**config.mk**
```make
export PLATFORM = sky130hd
export DESIGN_NAME = regfile_16
export DESIGN_NICKNAME = d
export VERILOG_FILES = /design/src/rtl/regfile_16_pkg.sv /design/src/rtl/mux_16.sv /design/src/rtl/regfile_16_decoder.sv /design/src/rtl/regfile_16.sv
export SDC_FILE = /design/constraint.sdc
export NUM_CORES = 1
export LEC_CHECK = 0
export ABC_CLOCK_PERIOD_IN_PS = 2540
export CORE_MARGIN = 10
export CORE_UTILIZATION = 60
export CTS_CLUSTER_DIAMETER = 80
export DETAILED_ROUTE_END_ITERATION = 12
export DONT_BUFFER_PORTS = 1
export PLACE_DENSITY = 0.78
export SLEW_MARGIN = 20
export SYNTH_ARGS = -nofsm -noshare
export SYNTH_HDL_FRONTEND = slang
export SYNTH_SLANG_ARGS = --single-unit
```
**constraint.sdc**
```tcl
create_clock -name clock -period 2.54 [get_ports clock]
set_clock_uncertainty 0.15 [all_clocks]
set_input_delay 0.254 -clock clock [delete_from_list [all_inputs] [get_ports clock]]
set_output_delay 0.254 -clock clock [all_outputs]
set_load 0.01 [all_outputs]
```
**src/rtl/regfile_16_pkg.sv**
```systemverilog
// Shared sizing constants for the register bank, its write decoder and the read muxes.
package regfile_16_pkg;

   localparam int REG_COUNT = 16;
   localparam int ADDR_W    = 4;
   localparam int DATA_W    = 32;

   localparam logic [ADDR_W-1:0] ZERO_REG = 4'd0;

   typedef logic [ADDR_W-1:0] reg_addr_t;

   // A bypassed read needs an active write to the address being read.
   // The hardwired r0 never bypasses.
   function automatic logic bypass_hit(input logic we, input reg_addr_t wr_addr,
                                       input reg_addr_t rd_addr, input logic r0_zero);
      return we && (wr_addr == rd_addr) && !(r0_zero && (rd_addr == ZERO_REG));
   endfunction

endpackage

```
**src/rtl/mux_16.sv**
```systemverilog
// 16-input data mux; the register bank uses one instance per read port.
module mux_16
   import regfile_16_pkg::*;
#(
   parameter int WIDTH = DATA_W
) (
   input  logic [REG_COUNT-1:0][WIDTH-1:0] data,
   input  logic [ADDR_W-1:0]               sel,
   output logic [WIDTH-1:0]                y
);

   assign y = data[sel];

endmodule

```
**src/rtl/regfile_16_decoder.sv**
```systemverilog
// One-hot 4-to-16 decoder gated by an enable; drives the per-register write strobes.
module decoder_4to16
   import regfile_16_pkg::*;
(
   input  logic [ADDR_W-1:0]    addr,
   input  logic                 en,
   output logic [REG_COUNT-1:0] sel
);

   always_comb begin
      sel = '0;
      for (int i = 0; i < REG_COUNT; i++) begin
         sel[i] = en && (addr == ADDR_W'(i));
      end
   end

endmodule

```
**src/rtl/regfile_16.sv**
```systemverilog
// 16 x WIDTH flip-flop register bank: one synchronous write port, two combinational read ports.
module regfile_16
   import regfile_16_pkg::*;
#(
   parameter int WIDTH   = DATA_W,
   parameter int R0_ZERO = 1,
   parameter int BYPASS  = 0
) (
   input  logic              clock,
   input  logic              reset_n,
   input  logic              ctrl_we,
   input  logic [ADDR_W-1:0] ctrl_write_reg,
   input  logic [WIDTH-1:0]  data_write,
   input  logic [ADDR_W-1:0] ctrl_read_reg_a,
   input  logic [ADDR_W-1:0] ctrl_read_reg_b,
   output logic [WIDTH-1:0]  data_read_a,
   output logic [WIDTH-1:0]  data_read_b
);

   localparam logic R0Z = (R0_ZERO != 0);
   localparam logic BYP = (BYPASS != 0);

   logic [REG_COUNT-1:0]            wr_sel;
   logic [REG_COUNT-1:0]            wr_en;
   logic [REG_COUNT-1:0][WIDTH-1:0] regs;
   logic [WIDTH-1:0]                mux_a;
   logic [WIDTH-1:0]                mux_b;

   decoder_4to16 u_dec (
      .addr (ctrl_write_reg),
      .en   (ctrl_we),
      .sel  (wr_sel)
   );

   always_comb begin
      wr_en = wr_sel;
      if (R0Z) wr_en[ZERO_REG] = 1'b0;
   end

   for (genvar g = 0; g < REG_COUNT; g++) begin : g_reg
      if (g == 0 && R0Z) begin : g_zero
         assign regs[g] = '0;
      end else begin : g_ff
         logic [WIDTH-1:0] q;
         always_ff @(posedge clock or negedge reset_n) begin
            if (!reset_n)      q <= '0;
            else if (wr_en[g]) q <= data_write;
         end
         assign regs[g] = q;
      end
   end

   mux_16 #(.WIDTH(WIDTH)) u_mux_a (
      .data (regs),
      .sel  (ctrl_read_reg_a),
      .y    (mux_a)
   );

   mux_16 #(.WIDTH(WIDTH)) u_mux_b (
      .data (regs),
      .sel  (ctrl_read_reg_b),
      .y    (mux_b)
   );

   // Bypass is gated by reset_n so reads stay zero while reset is held.
   always_comb begin
      data_read_a = mux_a;
      data_read_b = mux_b;
      if (BYP && reset_n) begin
         if (bypass_hit(ctrl_we, ctrl_write_reg, ctrl_read_reg_a, R0Z)) data_read_a = data_write;
         if (bypass_hit(ctrl_we, ctrl_write_reg, ctrl_read_reg_b, R0Z)) data_read_b = data_write;
      end
   end

endmodule

```
==> results of run 1 <==
critical path: stages, from the launching register on:
cell	delay (ns)
dfrtp_1	0.37
mux2_2	0.15
o221ai_1	0.18
o22a_1	0.22
a21oi_1	0.34
buf_4	0.20
cells by family (layout without fill, tap and decap cells):
logic type,count (synthesis),after routing,synth area share
buffers and inverters,178,158,0.03187
flip-flops,480,480,0.4685
other,0,2,0
AND/OR/NAND/NOR,90,90,0.01586
multiplexers,801,801,0.4336
AO/OA/AOI/OAI,161,161,0.05017
through the flow:
| stage | hold WS (ns) | utilization | instances |
|---|---|---|---|
| after floorplan | -0.1916 | - | 1710 |
| after global placement | -0.1554 | 0.6176 | 2106 |
| after detailed placement | -0.1560 | 0.6176 | 2106 |
| after CTS | -0.7813 | 0.6644 | 2229 |
| after global routing | -0.7857 | 0.6652 | 2231 |
| final | -0.7905 | 0.6652 | 2231 |
cell usage in the layout (no fill, tap or decap), drive strengths merged, types with 12 or more instances in the layout:
master,synthesis,layout
o221ai,12,12
nor2,32,32
nand2,22,22
o211ai,20,20
clkbuf,73,77
mux2i,42,42
mux2,568,568
buf,103,33
a221oi,33,33
a21oi,31,31
mux4,191,191
dfrtp,480,480
a221o,20,20
dlygate4sd3,0,32
a22o,32,32
nand3,21,21
where the power goes:
| group | total, W | switching [W] | internal, W |
|---|---|---|---|
| Sequential | 0.0107 | 0.00127 | 0.00944 |
| Clock | 0.00738 | 0.00306 | 0.00431 |
| Combinational | 0.00475 | 0.00170 | 0.00305 |
worst max-delay path by stage:
stage / end / slack [ns] / depth (start not counted)
2_1_floorplan: data_read_a[10] / 0.45 / 6
3_3_place_gp: data_read_a[5] / 0.49 / 5
3_5_place_dp: data_read_a[31] / 0.45 / 4
4_1_cts: data_read_a[5] / 0.02 / 4
5_1_grt: data_read_a[2] / 0.02 / 4
6_report: data_read_a[13] / 0.07 / 5
layout make-up:
type | count | area [µm²]
Sequential cell | 480 | 12010
Inverter | 2 | 7.507
Clock inverter | 14 | 126.4
Multi-Input combinational cell | 1052 | 12940
Tap cell | 539 | 674.4
Antenna cell | 2 | 5.005
Fill cell | 2933 | 14100
Clock buffer | 77 | 1524
Timing Repair Buffer | 65 | 743.2
repair_timing:
action | 4_1_cts | 5_1_grt
endpoints found under the hold margin | 960 | 480
gates resized for setup | 0 | 5
setup endpoints to repair | 0 | 5
routing by layer:
| metal | track usage | wire length [µm] |
|---|---|---|
| met5 | 0 | 23 |
| met3 | 0.04935 | 4583 |
| met1 | 0.3373 | 26130 |
| met2 | 0.4398 | 33590 |
| met4 | 0.08548 | 1922 |
==> impl_metrics.py, run 1 <==
metrics = {
    "synthesis": {
        "synth_warnings": 0,
        "ys_top_cells_by_count": "dfrtp_1, mux2_2, mux2_1, mux4_2, buf_2",
        "synthTopCellsByArea": "dfrtp_1, mux4_2, mux2_2",
        "syn-cell-area_mm2": 0.02564,
        "ys_seq_area_frac": 0.4685,
        "synthesis.nets": 1757,
        "synthFlopType": "dfrtp_1",
        "yosys.area.top_type_share": 0.4685,
        "synth_top_cell_by_area": "dfrtp_1",
        "ys_types": 29,
        "post-synth-top-count-cell": "dfrtp_1",
        "synth_edf_count": 0,
        "ys_seq_elements": 480,
        "synthCells": 1710,
        "avgSynthCellArea_um2": 14.99,
        "async_flop_share": 1.000,
    },
    "die": {
        "io_pins": 111,
        "fp.dieH_um": 226.7,
        "dieArea_mm2": 0.05140,
        "core_area_mm2": 0.04213,
        "initial_core_util": 0.6085,
        "chipWidth_um": 226.7,
        "row_count": 75,
    },
    "layout": {
        "top_regs": "g.g_ff.q x480",
        "nNetsFinal": 1698,
        "area_growth_pct": 9.321,
        "largest_reg_flops": 480,
        "top_register": "g.g_ff.q",
        "design_area_mm2": 0.02803,
        "layout-drive-gt1-share": 0.3704,
    },
    "grt": {
        "grt_max_degree": 481,
        "grt_antenna_before_repair": 4,
        "overflow": 0,
        "grt_pass1_wl_mm": 101.8,
        "grt.total_usage": 0.2616,
        "grt_pass1_vias": 16510,
    },
    "place": {
        "port_buffers": 0,
        "dp_hpwl_mm": 35.54,
        "place_ws_ns": 0.4479,
        "place_congestion": 0.7684,
        "placed_cell_area_mm2": 0.02602,
    },
    "worst_setup_path": {
        "arrival_ns": 2.06,
        "r2r_end": "g_reg[2].g_ff.q[24]",
        "start_kind": "flip-flop",
        "startpoint": "g_reg[12].g_ff.q[13]",
        "r2r_cells": 1,
        "endpoint_kind": "primary output",
        "critical_path_class": "flip-flop to primary output",
        "critPathMaxFanout": 3,
        "critPathRequiredTime_ns": 2.14,
        "r2r-start": "g_reg[2].g_ff.q[24]",
        "r2r_setup_slack_ns": 1.55,
    },
    "routing": {
        "drc": 0,
        "vias": 15810,
        "drt_iter0_markers": 1371,
        "wire_per_inst_um": 29.69,
        "first_pass_iters": 5,
        "drt.antenna.violating_nets": 0,
        "routed_via_density": 7.087,
        "drt-total-wl_mm": 66.25,
    },
    "timing": {
        "period_minus_slack_ns": 2.468,
        "tns_ns": 0,
        "max-slew-margin-rel": -0.08831,
        "tightest_slew_ns": 1.632,
        "fin_ws_ns": 0.07168,
        "hold_viol": 480,
        "setup_viol": 0,
        "drv_slew": 123,
        "holdWs_ns": -0.7905,
        "finalCritPeriodShare": 0.9718,
        "max_freq_ghz": 0.4051,
        "grt_setup_unrepaired": "false",
    },
    "pwr": {
        "p_total_w": 0.02284,
        "leakagePower_nw": 11.57,
        "vdd_ir_drop_max_uv": 639.0,
        "powerDensity_mw_per_mm2": 814.9,
    },
    "clocking": {
        "h-tree-depth": 2,
        "cts_tree": "yes",
        "path_clk_slew_ns": 0.06,
        "clock_tree.buffer_depth": 3,
        "cts_hold_buf": 32,
        "cts-buffers-inserted": 50,
        "root_buffer": "clkbuf_16",
        "cts_setup_buffers": 0,
        "clock_latency_ns": 0.60,
        "cts_num_sinks": 480,
    },
    "flow_run": {
        "maxCapViolCount": 0,
    },
    "run_status": {
        "status": "finished with violations",
        "violations": "negative hold slack, max-slew violations",
    },
    "hold_path": {
        "hp-class": "input pin to async pin",
    },
}
No activity file was read; power rests on OpenSTA's default activity.
==> run 2, diff against run 1 <==
- CTS_BUF_LIST: default -> sky130_fd_sc_hd__clkbuf_4 sky130_fd_sc_hd__clkbuf_8
==> impl_metrics.py, run 2 (same netlist as run 1, synthesis figures left out) <==
metrics = {
    "routing": {
        "drt.antenna.violating_nets": 0,
        "wire_per_inst_um": 28.96,
        "drc": 0,
        "routed_via_density": 6.982,
        "drt_iter0_markers": 1308,
        "drt-total-wl_mm": 66.32,
        "vias": 15990,
        "first_pass_iters": 6,
    },
    "timing": {
        "finalCritPeriodShare": 0.9917,
        "max-slew-margin-rel": 0.1805,
        "drv_slew": 0,
        "setup_viol": 0,
        "tightest_slew_ns": 1.229,
        "period_minus_slack_ns": 2.519,
        "hold_viol": 480,
        "tns_ns": 0,
        "grt_setup_unrepaired": "true",
        "holdWs_ns": -0.8538,
        "max_freq_ghz": 0.3970,
    },
    "layout": {
        "multi_input_area_mm2": 0.01299,
        "layout_commonest_cell": "dfrtp_1",
        "nNetsFinal": 1740,
        "top_regs": "g.g_ff.q x480",
        "n_fill_cell": 2933,
        "seq_area_mm2": 0.01201,
        "final_cells": 2290,
        "top_register": "g.g_ff.q",
        "area_growth_pct": 10.06,
        "layout-drive-gt1-share": 0.4029,
        "mostFrequentLayoutCells": "dfrtp_1, mux2_2, mux2_1, mux4_2, clkbuf_8",
        "largest_reg_flops": 480,
    },
    "flow_run": {
        "maxCapViolCount": 0,
    },
    "die": {
        "dieArea_mm2": 0.05140,
        "initial_core_util": 0.6085,
        "core_area_mm2": 0.04213,
        "io_pins": 111,
        "chipWidth_um": 226.7,
        "row_count": 75,
        "fp.dieH_um": 226.7,
    },
    "clocking": {
        "h-tree-depth": 3,
        "clock_latency_ns": 0.65,
        "root_buffer": "clkbuf_8",
        "cts-buffers-inserted": 80,
        "path_clk_slew_ns": 0.06,
        "cts_num_sinks": 480,
        "cts_hold_buf": 32,
        "clock_tree.buffer_depth": 3,
        "cts_tree": "yes",
    },
    "worst_setup_path": {
        "critPathMaxFanout": 3,
        "worstPathCellList": "mux4_2 > mux4_2",
        "crit_buf_inv": 0,
        "endpoint_kind": "primary output",
        "cpMaxStageDelayCell": "mux4_2",
        "critPathRequiredTime_ns": 2.14,
        "path_depth": 2,
        "slowest_delay_ns": 0.58,
        "crit_path_frequent_cell": "mux4_2",
        "r2r_cells": 3,
        "critPathTopFamily": "multiplexers",
        "arrival_ns": 2.11,
        "start_kind": "flip-flop",
        "critical_path_class": "flip-flop to primary output",
    },
    "pwr": {
        "power_switching_w": 0.006133,
        "vdd_ir_drop_max_uv": 529.5,
        "p_sw_frac": 0.2694,
        "p_comb_frac": 0.213,
        "p_int_w": 0.01663,
        "leakagePower_nw": 11.73,
        "pwr-share-seq": 0.471,
        "clockPowerShare": 0.317,
        "powerDensity_mw_per_mm2": 806.8,
    },
    "grt": {
        "grt.total_usage": 0.2635,
        "grt_pass1_vias": 16840,
        "grt_antenna_before_repair": 4,
        "grt_pass1_wl_mm": 102.7,
        "grt_max_degree": 481,
        "overflow": 0,
    },
    "run_status": {
        "violations": "negative hold slack",
        "status": "finished with violations",
    },
    "place": {
        "dp_hpwl_mm": 35.54,
        "port_buffers": 0,
        "place_congestion": 0.7684,
        "place_inst": 2106,
    },
    "hold_path": {
        "hp-class": "input pin to async pin",
    },
}
==> run 2: worst reg2reg max path, stage by stage (launching register included) <==
cell and delay [ns]:
dfrtp_1 0.39, buf_4 0.14, buf_4 0.12, mux2_2 0.25
==> run 2: power by group through the flow <==
stage | combinational [W] | clock, W | sequential [W]
after floorplan | 0.00409 | 0 | 0.0104
after global placement | 0.00446 | 0 | 0.0106
after detailed placement | 0.00461 | 0 | 0.0108
after CTS | 0.00480 | 0.00734 | 0.0107
after global routing | 0.00519 | 0.00771 | 0.0110
final | 0.00484 | 0.00722 | 0.0107
==> run 2: final timing paths <==
path                                        endpoint  slack [ns]                 start
worst max-delay path                 data_read_b[18]        0.02  g_reg[12].g_ff.q[18]
worst min-delay path             g_reg[6].g_ff.q[25]       -0.85               reset_n
worst max register to register   g_reg[10].g_ff.q[2]        1.38   g_reg[10].g_ff.q[2]
worst min register to register    g_reg[3].g_ff.q[2]        0.36    g_reg[3].g_ff.q[2]
max in group asynchronous        g_reg[11].g_ff.q[1]        2.09               reset_n
min in group clock              g_reg[11].g_ff.q[18]        0.05               ctrl_we
==> run 2: layout make-up <==
cell class	instances	share of cell area
inverter	2	0.0002660
clock buffer	126	0.05635
antenna	1	0.00008868
multi-input combinational	1052	0.4602
tap	539	0.02390
timing repair buffer	77	0.02953
sequential	480	0.4256
clock inverter	13	0.003990
==> run 2: repair_timing <==
action / in CTS / in global routing
cloned: 0 / 0
pin swaps: 2 / 12
hold endpoints to repair: 960 / 480
gates resized for setup: 5 / 11
buffers inserted: 3 / 9
endpoints found under the setup margin: 8 / 21
==> run 2: stage by stage <==
stage / utilization / power [W] / area, µm² / hold WS (ns) / setup WS (ns)
after global routing: 0.6698 / 0.02386 / 28220 / -0.8550 / -0.04689
after floorplan: - / 0.01447 / 25640 / -0.1916 / 0.4472
after CTS: 0.6668 / 0.02282 / 28100 / -0.8590 / -0.008953
after detailed placement: 0.6176 / 0.01543 / 26020 / -0.1560 / 0.4479
after global placement: 0.6176 / 0.01508 / 26020 / -0.1554 / 0.4890
final: 0.6698 / 0.02277 / 28220 / -0.8538 / 0.02121
==> run 2: layer usage <==
metal | part of all wire | track usage | vias up
met2 | 0.50 | 0.4331 | 517
met1 | 0.40 | 0.3400 | 8667
met3 | 0.062 | 0.05672 | 159
met5 | 0.00056 | 0 | -
met4 | 0.035 | 0.09587 | 6
li1 | - | - | 6640
